File: config.mk
export PLATFORM = sky130hd
export DESIGN_NAME = rs_param_station
export DESIGN_NICKNAME = d
export VERILOG_FILES = /design/src/rtl/rs_pkg.sv /design/src/rtl/rs_age_picker.sv /design/src/rtl/rs_param_station.sv
export SDC_FILE = /design/constraint.sdc
export NUM_CORES = 1
export LEC_CHECK = 0
export BUFFER_PORTS_ARGS = -buffer_cell sky130_fd_sc_hd__clkbuf_2
export CAP_MARGIN = 40
export CORE_ASPECT_RATIO = 1.2
export CORE_UTILIZATION = 30
export CTS_BUF_LIST = sky130_fd_sc_hd__clkbuf_16
export CTS_CLUSTER_DIAMETER = 30
export DETAILED_ROUTE_END_ITERATION = 7
export SLEW_MARGIN = 10
export SYNTH_ARGS = -nofsm -noshare
export SYNTH_HDL_FRONTEND = slang
export SYNTH_HIERARCHICAL = 1
export SYNTH_SLANG_ARGS = --single-unit
File: constraint.sdc
create_clock -name clk -period 3.6 [get_ports clk]
set_input_delay 0.18 -clock clk [delete_from_list [all_inputs] [get_ports clk]]
set_output_delay 0.18 -clock clk [all_outputs]
set_load 0.03 [all_outputs]
File: src/rtl/rs_pkg.sv
// Shared types, default widths and helpers for the parametrised reservation station.
package rs_pkg;

    localparam int unsigned DEF_DATA_W = 32;
    localparam int unsigned DEF_TAG_W  = 5;
    localparam int unsigned DEF_OP_W   = 5;

    // A producer label of zero means the operand value is already present.
    localparam int unsigned TAG_NONE = 0;

    function automatic int unsigned clog2(input int unsigned value);
        int unsigned result;
        result = 0;
        for (int unsigned i = 0; i < 32; i++) begin
            if ((32'd1 << i) < value) begin
                result = i + 1;
            end
        end
        return result;
    endfunction

    typedef struct packed {
        logic                  busy;
        logic [DEF_OP_W-1:0]   op;
        logic [DEF_OP_W-1:0]   func;
        logic [DEF_DATA_W-1:0] vj;
        logic [DEF_TAG_W-1:0]  qj;
        logic [DEF_DATA_W-1:0] vk;
        logic [DEF_TAG_W-1:0]  qk;
    } rs_entry_t;

endpackage

File: src/rtl/rs_age_picker.sv
// Age matrix for the reservation station: tracks issue order and grants the oldest ready entry.
module rs_age_picker #(
    parameter int unsigned DEPTH = 4
) (
    input  logic             clk_i,
    input  logic             rst_i,
    input  logic             clear_i,
    input  logic [DEPTH-1:0] busy_i,
    input  logic [DEPTH-1:0] ready_i,
    input  logic [DEPTH-1:0] alloc_i,
    input  logic [DEPTH-1:0] free_i,
    output logic [DEPTH-1:0] grant_o
);

    // age_q[i][j] set means entry j was issued before entry i and is still busy.
    logic [DEPTH-1:0][DEPTH-1:0] age_q;
    logic [DEPTH-1:0][DEPTH-1:0] age_d;

    always_comb begin
        for (int i = 0; i < DEPTH; i++) begin
            age_d[i] = age_q[i] & ~free_i;
            if (alloc_i[i]) begin
                age_d[i] = busy_i & ~free_i;
            end
        end
    end

    always_ff @(posedge clk_i) begin
        if (rst_i || clear_i) begin
            age_q <= '0;
        end else begin
            age_q <= age_d;
        end
    end

    always_comb begin
        for (int i = 0; i < DEPTH; i++) begin
            grant_o[i] = ready_i[i] && !(|(age_q[i] & ready_i));
        end
    end

endmodule

File: src/rtl/rs_param_station.sv
// Parametrised Tomasulo reservation station: issue with CDB capture, CDB snoop,
// oldest-ready dispatch to one functional unit, and flush.
module rs_param_station
    import rs_pkg::*;
#(
    parameter int unsigned DEPTH  = 4,
    parameter int unsigned DATA_W = DEF_DATA_W,
    parameter int unsigned TAG_W  = DEF_TAG_W,
    parameter int unsigned OP_W   = DEF_OP_W,
    parameter int unsigned RS_ID  = 1
) (
    input  logic                          clk,
    input  logic                          rst,
    input  logic                          flush,
    input  logic                          in_valid,
    output logic                          in_ready,
    input  logic [OP_W-1:0]               in_op,
    input  logic [OP_W-1:0]               in_func,
    input  logic [DATA_W-1:0]             in_data1,
    input  logic [TAG_W-1:0]              in_label1,
    input  logic [DATA_W-1:0]             in_data2,
    input  logic [TAG_W-1:0]              in_label2,
    input  logic                          bc_en,
    input  logic [TAG_W-1:0]              bc_label,
    input  logic [DATA_W-1:0]             bc_data,
    output logic                          out_valid,
    input  logic                          out_ready,
    output logic [OP_W-1:0]               out_op,
    output logic [OP_W-1:0]               out_func,
    output logic [DATA_W-1:0]             out_data1,
    output logic [DATA_W-1:0]             out_data2,
    output logic [TAG_W-1:0]              labelOut,
    output logic                          full,
    output logic [clog2(DEPTH+1)-1:0]     count
);

    localparam int unsigned IDX_W = clog2(DEPTH);
    localparam int unsigned CNT_W = clog2(DEPTH+1);
    localparam logic [TAG_W-1:0] NO_TAG = TAG_W'(TAG_NONE);

    // Same layout as rs_entry_t, sized by this instance's parameters.
    typedef struct packed {
        logic              busy;
        logic [OP_W-1:0]   op;
        logic [OP_W-1:0]   func;
        logic [DATA_W-1:0] vj;
        logic [TAG_W-1:0]  qj;
        logic [DATA_W-1:0] vk;
        logic [TAG_W-1:0]  qk;
    } entry_t;

    entry_t            entry_q [DEPTH];
    entry_t            entry_d [DEPTH];
    logic [CNT_W-1:0]  count_q;
    logic [CNT_W-1:0]  count_d;

    logic [DEPTH-1:0]  busy;
    logic [DEPTH-1:0]  ready;
    logic [DEPTH-1:0]  alloc;
    logic [DEPTH-1:0]  grant;
    logic              alloc_found;
    logic              issue_fire;
    logic              disp_fire;
    logic              bc_hit;
    logic              cap1;
    logic              cap2;
    logic [IDX_W-1:0]  sel_idx;

    always_comb begin
        for (int i = 0; i < DEPTH; i++) begin
            busy[i]  = entry_q[i].busy;
            ready[i] = entry_q[i].busy && (entry_q[i].qj == NO_TAG) && (entry_q[i].qk == NO_TAG);
        end
    end

    always_comb begin
        alloc       = '0;
        alloc_found = 1'b0;
        for (int i = 0; i < DEPTH; i++) begin
            if (!busy[i] && !alloc_found) begin
                alloc[i]    = 1'b1;
                alloc_found = 1'b1;
            end
        end
    end

    assign full       = &busy;
    assign in_ready   = !full;
    assign out_valid  = |ready;
    assign issue_fire = in_valid && in_ready;
    assign disp_fire  = out_valid && out_ready;
    assign bc_hit     = bc_en && (bc_label != NO_TAG);
    // An operand whose producer broadcasts in the issue cycle is captured directly.
    assign cap1       = bc_hit && (bc_label == in_label1);
    assign cap2       = bc_hit && (bc_label == in_label2);

    rs_age_picker #(
        .DEPTH (DEPTH)
    ) u_age_picker (
        .clk_i   (clk),
        .rst_i   (rst),
        .clear_i (flush),
        .busy_i  (busy),
        .ready_i (ready),
        .alloc_i (alloc & {DEPTH{issue_fire}}),
        .free_i  (grant & {DEPTH{disp_fire}}),
        .grant_o (grant)
    );

    always_comb begin
        for (int i = 0; i < DEPTH; i++) begin
            entry_d[i] = entry_q[i];
            if (entry_q[i].busy && bc_hit) begin
                if (entry_q[i].qj == bc_label) begin
                    entry_d[i].vj = bc_data;
                    entry_d[i].qj = NO_TAG;
                end
                if (entry_q[i].qk == bc_label) begin
                    entry_d[i].vk = bc_data;
                    entry_d[i].qk = NO_TAG;
                end
            end
            if (disp_fire && grant[i]) begin
                entry_d[i].busy = 1'b0;
            end
            if (issue_fire && alloc[i]) begin
                entry_d[i].busy = 1'b1;
                entry_d[i].op   = in_op;
                entry_d[i].func = in_func;
                entry_d[i].vj   = cap1 ? bc_data : in_data1;
                entry_d[i].qj   = cap1 ? NO_TAG : in_label1;
                entry_d[i].vk   = cap2 ? bc_data : in_data2;
                entry_d[i].qk   = cap2 ? NO_TAG : in_label2;
            end
        end
    end

    assign count_d = count_q + CNT_W'(issue_fire) - CNT_W'(disp_fire);

    always_ff @(posedge clk) begin
        if (rst || flush) begin
            for (int i = 0; i < DEPTH; i++) begin
                entry_q[i] <= '0;
            end
            count_q <= '0;
        end else begin
            for (int i = 0; i < DEPTH; i++) begin
                entry_q[i] <= entry_d[i];
            end
            count_q <= count_d;
        end
    end

    assign count = count_q;

    always_comb begin
        out_op    = '0;
        out_func  = '0;
        out_data1 = '0;
        out_data2 = '0;
        sel_idx   = '0;
        for (int i = 0; i < DEPTH; i++) begin
            if (grant[i]) begin
                out_op    = entry_q[i].op;
                out_func  = entry_q[i].func;
                out_data1 = entry_q[i].vj;
                out_data2 = entry_q[i].vk;
                sel_idx   = IDX_W'(i);
            end
        end
    end

    assign labelOut = out_valid ? (TAG_W'(RS_ID << IDX_W) | TAG_W'(sel_idx)) : '0;

endmodule

; Word-level counts from Yosys, hierarchy flattened
; Memories as Yosys holds them, arrays and structs flattened.
; Cells that the tools add are included.
; W data, S select, Z words.
[op_classes]
add_sub_neg = 2
n_eq_ne = 10
muxes = 61
bitwise = 16
reduce_logical = 58
[ops]
columns = op, count
row1 = $mux W85, 8
row2 = $mux W32, 10
row3 = $mux W37, 8
row4 = $mux W74, 4
row5 = $eq A5 B5 Y1, 10
row6 = $mux W5, 10
row7 = $and A4 B4 Y4, 11
row8 = $logic_not A5 Y1, 8
row9 = $logic_and A1 B1 Y1, 32
row10 = $reduce_or A4 Y1, 5
row11 = $mux W4, 4
row12 = $mux W1, 14
row13 = $logic_not A1 Y1, 10
row14 = $reduce_bool A5 Y1, 1
row15 = $mux W2, 2
row16 = $not A4 Y4, 1
row17 = $or A1 B1 Y1, 4
row18 = $reduce_and A4 Y1, 1
row19 = $add A3 B1 Y3, 1
row20 = $mux W3, 1
row21 = $sub A3 B1 Y3, 1
row22 = $logic_or A1 B1 Y1, 1
[word_totals]
reg_bits = 19
ram_bits = 340
out_inout_bits = 85
wordCells = 153
n_memories = 1
[mem_list]
columns = memory, words, word_bits, read_ports, rd_ports_with_merged_regs, write_ports, line
row1 = entry_q, 4, 85, 4, 0, 4, rs_param_station.sv:52  ; entry_t entry_q [DEPTH];

; Logic depth before layout (Yosys ltp)
; Gate-level depths: netlist of the first run.
; An unclocked memory read counts as a cell.
[depth]
ltp_word = 13
ltp_mapped = 13

; By module
; The synthesis of the first run kept the hierarchy.
[by_module_without_submodules]
columns = module, n_inst, cells_each, area_each_um2, seq_area_each_um2
row1 = rs_param_station, 1, 2801, 22038.6, 6866.6
row2 = rs_age_picker, 1, 68, 685.7, 320.3

; Worst setup path before layout of the first run
; Ideal clock, no wire load.
[synth_timing]
path_type = reg-to-output
startpoint = memory entry_q[0][84] (netlist bit)
endpoint = output port out_data1[10]
t_arrival_ps = 2799
path_slack_ps = 621
stages_incl_launch_ff = 12
n_path_buf = 3
path_cell_list = dfxtp_1 > clkbuf_1 > nor4b_1 > nand3_1 > inv_1 > and4b_1 > clkbuf_1 > buf_1 > nand3b_1 > a21oi_1 > a21oi_1 > o21ai_0
[synth_lines]
columns = element, line
row1 = from (decl), rs_param_station.sv:52
row2 = to (decl), rs_param_station.sv:30  ; output logic [DATA_W-1:0] out_data1,

==> results of run 1 <==
cells in the mapped netlist (all sizes together), types with 3 or more instances:
cell type  instances  area [µm²]
inv               16       60.06
nor4              11       126.4
clkbuf           203       762.0
and4               3       26.28
o21a               3       22.52
or4                7       60.06
and3               5       31.28
nand3b           149        1119
a32oi             74       648.1
and2              67       419.2
mux2i             80       800.8
o21ai             79       406.6
nor3               6       30.03
or3                4       45.04
nor2              49       191.4
a31oi            193        1583
xnor2             21       198.9
nand4              3       18.77
buf              117       762.0
dfxtp            359        7187
mux2             192        2511
nand3            220        1106
nor4b              4       35.03
xor2              31       271.5
nand2            669        2511
o32a              15       150.1
and4b              4       40.04
a22oi              4       30.03
a21oi            271        1473
per-stage QoR:
step	worst slack [ns]	power (µW)	hold slack (ns)
6_report	0.1115	13280	0.04624
5_1_grt	-0.01890	13620	0.08053
4_1_cts	-0.05309	13350	0.009697
3_5_place_dp	0.3675	4914	0.4470
3_3_place_gp	0.3814	4907	0.4415
2_1_floorplan	0.6211	4592	0.3160
what timing repair did:
item                                    4_1_cts  5_1_grt
hold endpoints to repair                    304        0
endpoints found under the setup margin       45       73
pin swaps                                     3        4
setup buffers                                 9        4
hold buffers                                152        0
gates cloned                                  3        2
gates resized for setup                      11       26
worst max-delay path, cell delays in order (launching register included):
cell and delay [ns]:
dfxtp_1 0.33, nor4b_1 0.30, nand3_1 0.19, inv_2 0.21, a22oi_2 0.18, and4b_4 0.27
buf_4 0.19, buf_4 0.17, a21oi_1 0.19, a21oi_1 0.08, o21ai_0 0.29, clkbuf_2 0.28
how the worst min path moves through the flow:
stage                                              to  slack, ns
final                     entry_q[1][29]$_SDFFE_PP0P_       0.05
after global routing      entry_q[0][29]$_SDFFE_PP0P_       0.08
after CTS                 entry_q[1][29]$_SDFFE_PP0P_       0.01
after detailed placement  entry_q[2][75]$_SDFFE_PP0P_       0.45
after global placement    entry_q[2][74]$_SDFFE_PP0P_       0.44
after floorplan           entry_q[0][74]$_SDFFE_PP0P_       0.32
routing by layer:
layer  GRT usage (%)  vias up
met3           4.148      184
met2           36.05      818
li1                -    10670
met1           28.05    11090
met4           9.149        6
met5               0        -
layout make-up:
class	instances	area, µm²
diodes	2	5.005
multi-input cells	2180	14170
repair buffers	455	3672
flip-flops and latches	359	7187
clock inverters	71	750.7
fillers	7602	45550
inverters	16	77.57
clock buffers	93	2327
well taps	1008	1261
state kept, by name, indices dropped and copies added (netlist names):
signal and cells:
count 3, entry_q 340, u_age_picker/age_q 16
logic make-up (layout without fill, tap and decap cells):
kind of cell / after synthesis / in the layout / share of synthesized area, %
fa+ha+maj: 3 / 3 / 0.1982
buf+inv: 336 / 635 / 6.971
flops: 359 / 359 / 31.63
simple gates: 1206 / 1211 / 25.49
compound gates: 640 / 640 / 19.05
other cells: 1 / 4 / 0.01650
xor+xnor: 52 / 52 / 2.070
mux: 272 / 272 / 14.57
power groups by stage:
stage | sequential, µW | clock [µW] | combinational (µW)
after global routing | 4060 | 8560 | 1000
after CTS | 4050 | 8370 | 924
after detailed placement | 4130 | 0 | 787
final | 4060 | 8280 | 939
after floorplan | 4120 | 0 | 469
after global placement | 4130 | 0 | 780
==> results.sh, run 1 <==
export IMPL_top_layer_used="met5"
export IMPL_antenna_left=0
export IMPL_synth_cell_types=54
export IMPL_drc=2
export IMPL_synth_seq_cells=359
export IMPL_crit_path_end_kind="output pin"
export IMPL_post_drt_wl_per_cell_um=20.78
export IMPL_syn_inst=2869
export IMPL_layout_common_cells="nand2_1, dfxtp_1, a21oi_1"
export IMPL_cts_root_buf="clkbuf_16"
export IMPL_area_growth_synth_to_final_pct=29.62
export IMPL_switchingPower_uw=3207
export IMPL_p_leak_uw=0.009720
export IMPL_rr_worst_depth=11
export IMPL_crit_start="entry_q[1][1]$_SDFFE_PP0P_"
export IMPL_critPathCapture="out_data1[28]"
export IMPL_vias=22770
export IMPL_final_cells=4184
export IMPL_via_per_inst=5.442
export IMPL_core_area_um2=75010
export IMPL_vdd_drop_max_mv=0.3258
export IMPL_criticalPathCategory="register to output pin"
export IMPL_syn_cell_area_um2=22720
export IMPL_final_area_um2=29450
export IMPL_timing_rr_start="entry_q[1][1]$_SDFFE_PP0P_"
export IMPL_crit_path_max_fanout=6
export IMPL_worstMarginPinSlew_ns=0.9282
export IMPL_ys_warn_count=6
export IMPL_cts_buffer_depth=3
export IMPL_p_per_area_nw_per_um2=450.8
export IMPL_crit_required_ns=3.42
export IMPL_p_seq_share_pct=30.5
export IMPL_period_share_pct=96.90
export IMPL_initial_utilization_pct=30.30
export IMPL_drive_gt1_share_pct=23.79
export IMPL_drt_met1_wl_um=37210
export IMPL_placement_io_buffers=209
export IMPL_gr_total_overflow=0
export IMPL_final_hold_violation_count=0
export IMPL_final_common_cell="nand2_1"
export IMPL_combinationalPowerShare_pct=7.1
export IMPL_clkSlewWorstSetupHoldPaths_ns=0.05
export IMPL_dieArea_um2=76860
export IMPL_dp_hpwl_um=51520
export IMPL_ys_seq_area_share_pct=31.63
export IMPL_hp_start="bc_data[24]"
export IMPL_start_kind="register"
export IMPL_reg2reg_slack_ns=0.43
export IMPL_antenna_found_initial=5
export IMPL_wl_met3_um=5892
export IMPL_slew_headroom_pct=38.12
export IMPL_synthFlopType="dfxtp_1"
export IMPL_synth_edf_count=0
export IMPL_fin_tns_setup_ns=0
export IMPL_grt_pass1_wl_um=131600
export IMPL_routabilityCongestion=0.7962
export IMPL_syn_avg_cell_area_um2=7.921
export IMPL_dr_first_iter_drc_count=1708
export IMPL_finalSetupViolations=0
export IMPL_wl_met2_um=41010
export IMPL_cts_num_sinks=359
export IMPL_dp_cells=3848
export IMPL_drtPass1Iterations=8
export IMPL_drv_cap=0
export IMPL_fmax_ghz=0.2867
export IMPL_skew_ns=0.02767
export IMPL_place_area_um2=24600
export IMPL_slew_violations=0
export IMPL_die_w_um=253.2
export IMPL_finish_utilization_pct=39.27
export IMPL_nets=3231
export IMPL_insertion_delay_ns=0.63
export IMPL_violations="DRC"
export IMPL_min_path_type="input port to register"
export IMPL_grt_use_total_pct=21.93
export IMPL_async_flop_share_pct=0
export IMPL_grt_pass1_vias=22360
export IMPL_p_sw_share_pct=24.15
export IMPL_die_y_um=303.5
export IMPL_wl_um=86920
export IMPL_grt_max_degree=104
export IMPL_h_tree_depth=3
export IMPL_p_int_uw=10070
export IMPL_fin_crit_ns=3.489
export IMPL_io_pins=212
export IMPL_status="finished with violations"
export IMPL_rows=110
export IMPL_cts_tree="yes"
export IMPL_p_clk_share_pct=62.4
export IMPL_crit_arrival_ns=3.31
export IMPL_rr_endpoint="u_age_picker/age_q[14]$_SDFF_PP0_"
export IMPL_hold_depth=3
export IMPL_numCtsBuffers=89
Note: power is estimated with default switching activity, not from simulation.
==> inputs of run 2 (changes only) <==
--- a/config.mk
+++ b/config.mk
@@ -15,5 +15,4 @@
 export SLEW_MARGIN = 10
 export SYNTH_ARGS = -nofsm -noshare
 export SYNTH_HDL_FRONTEND = slang
-export SYNTH_HIERARCHICAL = 1
 export SYNTH_SLANG_ARGS = --single-unit
==> run 2 against run 1 <==
Effect of this change: wire length fell by 16%; sequential share of layout area rose by 4.0 points; register-to-register slack improved by 0.27 ns; the flow now finishes without violations; fmax fell by 1.1%; clock skew fell by 0.013 ns; first-iteration DRC count fell by 27%; non-clock buffer count fell by 150; design area fell by 14%; worst setup slack got worse by 0.038 ns; total power fell by 5.0%; largest cell class unchanged; cell count fell by 18%; global-route usage fell by 1.5 points.
==> results.sh, run 2 <==
export IMPL_numCtsBuffers=86
export IMPL_area_growth_synth_to_final_pct=24.35
export IMPL_gr_total_overflow=0
export IMPL_p_leak_uw=0.01012
export IMPL_synth_most_common_cell="nor2_1"
export IMPL_yosys_top_cells_area="dfxtp_1, mux2_4, a211oi_1"
export IMPL_finalSetupViolations=0
export IMPL_syn_inst=2310
export IMPL_drc=0
export IMPL_start_kind="register"
export IMPL_crit_path_end_kind="output pin"
export IMPL_skew_ns=0.01488
export IMPL_cts_buffer_depth=3
export IMPL_insertion_delay_ns=0.63
export IMPL_antenna_found_initial=4
export IMPL_final_cells=3422
export IMPL_placement_io_buffers=209
export IMPL_fin_crit_ns=3.527
export IMPL_drive_gt1_share_pct=27.42
export IMPL_grt_pass1_vias=17550
export IMPL_period_share_pct=97.96
export IMPL_rows=104
export IMPL_slew_headroom_pct=46.71
export IMPL_synthFlopType="dfxtp_1"
export IMPL_async_flop_share_pct=0
export IMPL_fin_tns_setup_ns=0
export IMPL_cts_tree="yes"
export IMPL_routabilityCongestion=0.8712
export IMPL_cts_root_buf="clkbuf_16"
export IMPL_syn_cell_area_um2=20370
export IMPL_hold_depth=3
export IMPL_worst_slack_ns=0.07337
export IMPL_drtPass1Iterations=5
export IMPL_via_per_inst=5.202
export IMPL_slew_violations=0
export IMPL_synth_cell_types=52
export IMPL_grt_pass1_wl_um=108700
export IMPL_die_w_um=239.9
export IMPL_regMostFlops="entry_q"
export IMPL_final_area_um2=25330
export IMPL_ys_top_cells_by_count="nor2_1, dfxtp_1, a211oi_1, mux2_4, clkbuf_1"
export IMPL_rsz0062_at_grt="true"
export IMPL_vias=17800
export IMPL_layout_common_cells="nor2_1, dfxtp_1, a211oi_1"
export IMPL_ys_seq_area_share_pct=35.28
export IMPL_final_common_cell="nor2_1"
export IMPL_criticalPathCategory="register to output pin"
export IMPL_n_fill_cell=6794
export IMPL_rr_worst_depth=12
export IMPL_grt_use_total_pct=20.43
export IMPL_timing_hold_ws_ns=0.01903
export IMPL_synth_largest_area_cell="dfxtp_1"
export IMPL_die_y_um=287.5
export IMPL_drv_cap=0
export IMPL_seq_area_um2=7187
export IMPL_io_pins=212
export IMPL_synth_seq_cells=359
export IMPL_fmax_ghz=0.2836
export IMPL_multi_input_area_um2=12040
export IMPL_pre_cts_ws_ns=0.5594
export IMPL_initial_utilization_pct=30.34
export IMPL_p_per_area_nw_per_um2=498.0
export IMPL_wl_um=72590
export IMPL_status="completed"
export IMPL_min_path_type="input port to register"
export IMPL_core_area_um2=67140
export IMPL_crit_arrival_ns=3.35
export IMPL_nets=2580
export IMPL_dr_first_iter_drc_count=1243
export IMPL_synth_top_area_share_pct=35.28
export IMPL_synth_edf_count=0
export IMPL_h_tree_depth=3
export IMPL_ys_warn_count=0
export IMPL_crit_required_ns=3.42
export IMPL_dp_hpwl_um=44430
export IMPL_dp_cells=3232
export IMPL_vdd_drop_max_mv=0.3222
export IMPL_post_drt_wl_per_cell_um=21.21
export IMPL_grt_max_degree=123
export IMPL_dieArea_um2=68960
export IMPL_antenna_left=0
export IMPL_final_hold_violation_count=0
export IMPL_syn_avg_cell_area_um2=8.819
export IMPL_worstMarginPinSlew_ns=0.7994
export IMPL_largest_reg_flops=340
export IMPL_cts_num_sinks=359
export IMPL_place_area_um2=22040
export IMPL_clkSlewWorstSetupHoldPaths_ns=0.05
export IMPL_crit_path_max_fanout=42
==> run 2: cell count changes after synthesis, sizes merged, moves of 37 or more <==
cell / delta
a211oi: +256
a21o: +53
a21oi: -113
a31oi: -141
a32oi: -74
and2: -64
clkbuf: -37
mux2: +64
nand2: -510
nand3: -213
nand3b: -148
nor2: +373
==> run 2: cells by family (layout without fill, tap and decap cells) <==
logic type	after synthesis	count (layout)	share of synthesized area, %
fa+ha+maj	3	3	0.2211
buf+inv	262	468	6.572
flops	359	359	35.28
compound gates	633	633	20.52
simple gates	680	683	14.16
xor+xnor	52	52	2.236
other cells	1	3	0.01841
mux	320	320	21.00
==> run 2: per-layer routing <==
layer	GRT usage (%)	vias up	routed length, µm
met5	0	-	13
met4	7.850	2	2039
met3	3.164	134	3705
met2	33.82	534	34250
met1	26.54	8587	32570
li1	-	8545	-
==> run 2: final timing paths <==
check | end | slack [ns] | startpoint
worst max-delay path | out_data1[31] | 0.07 | entry_q[0][3]$_SDFFE_PP0P_
worst min-delay path | entry_q[3][47]$_SDFFE_PP0P_ | 0.02 | in_data1[5]
worst max register to register | count[2]$_SDFF_PP0_ | 0.70 | entry_q[3][0]$_SDFFE_PP0P_
worst min register to register | entry_q[2][82]$_SDFFE_PP0P_ | 0.45 | entry_q[2][82]$_SDFFE_PP0P_
==> run 2: power by group <==
part | switching (µW) | internal [µW] | leakage (µW) | total, µW
registers | 36.0 | 4050 | 0.00290 | 4090
clock network | 2510 | 5200 | 0.00146 | 7710
logic | 534 | 287 | 0.00575 | 821
==> run 2: cell type report <==
| cell class | count | share of cell area [%] |
|---|---|---|
| multi-input combinational | 1693 | 47.54 |
| sequential | 359 | 28.37 |
| clock buffer | 88 | 8.693 |
| timing repair buffer | 305 | 8.189 |
| tap | 901 | 4.450 |
| clock inverter | 70 | 2.672 |
| inverter | 5 | 0.07409 |
| antenna | 1 | 0.009878 |
==> run 2: critical path: stages, from the launching register on <==
cell	delay (ns)
dfxtp_1	0.34
nor4b_4	0.47
nand3_2	0.27
and4b_4	0.37
nor2b_4	0.17
buf_12	0.29
a31oi_1	0.13
a21oi_1	0.29
buf_4	0.19
clkbuf_2	0.20
==> run 2: stage by stage <==
step	total power [µW]	utilization, %
2_1_floorplan	4652	-
3_3_place_gp	4943	32.80
3_5_place_dp	4946	32.83
4_1_cts	12720	37.51
5_1_grt	12980	37.72
6_report	12620	37.73
==> run 2: timing repair <==
action                                  in CTS  in global routing
hold buffers                                22                  0
endpoints found under the setup margin       7                 62
buffers inserted                             4                  2
endpoints found under the hold margin       62                  0
gates resized for setup                      2                 18
cloned                                       1                  2
pin swaps                                    2                  4
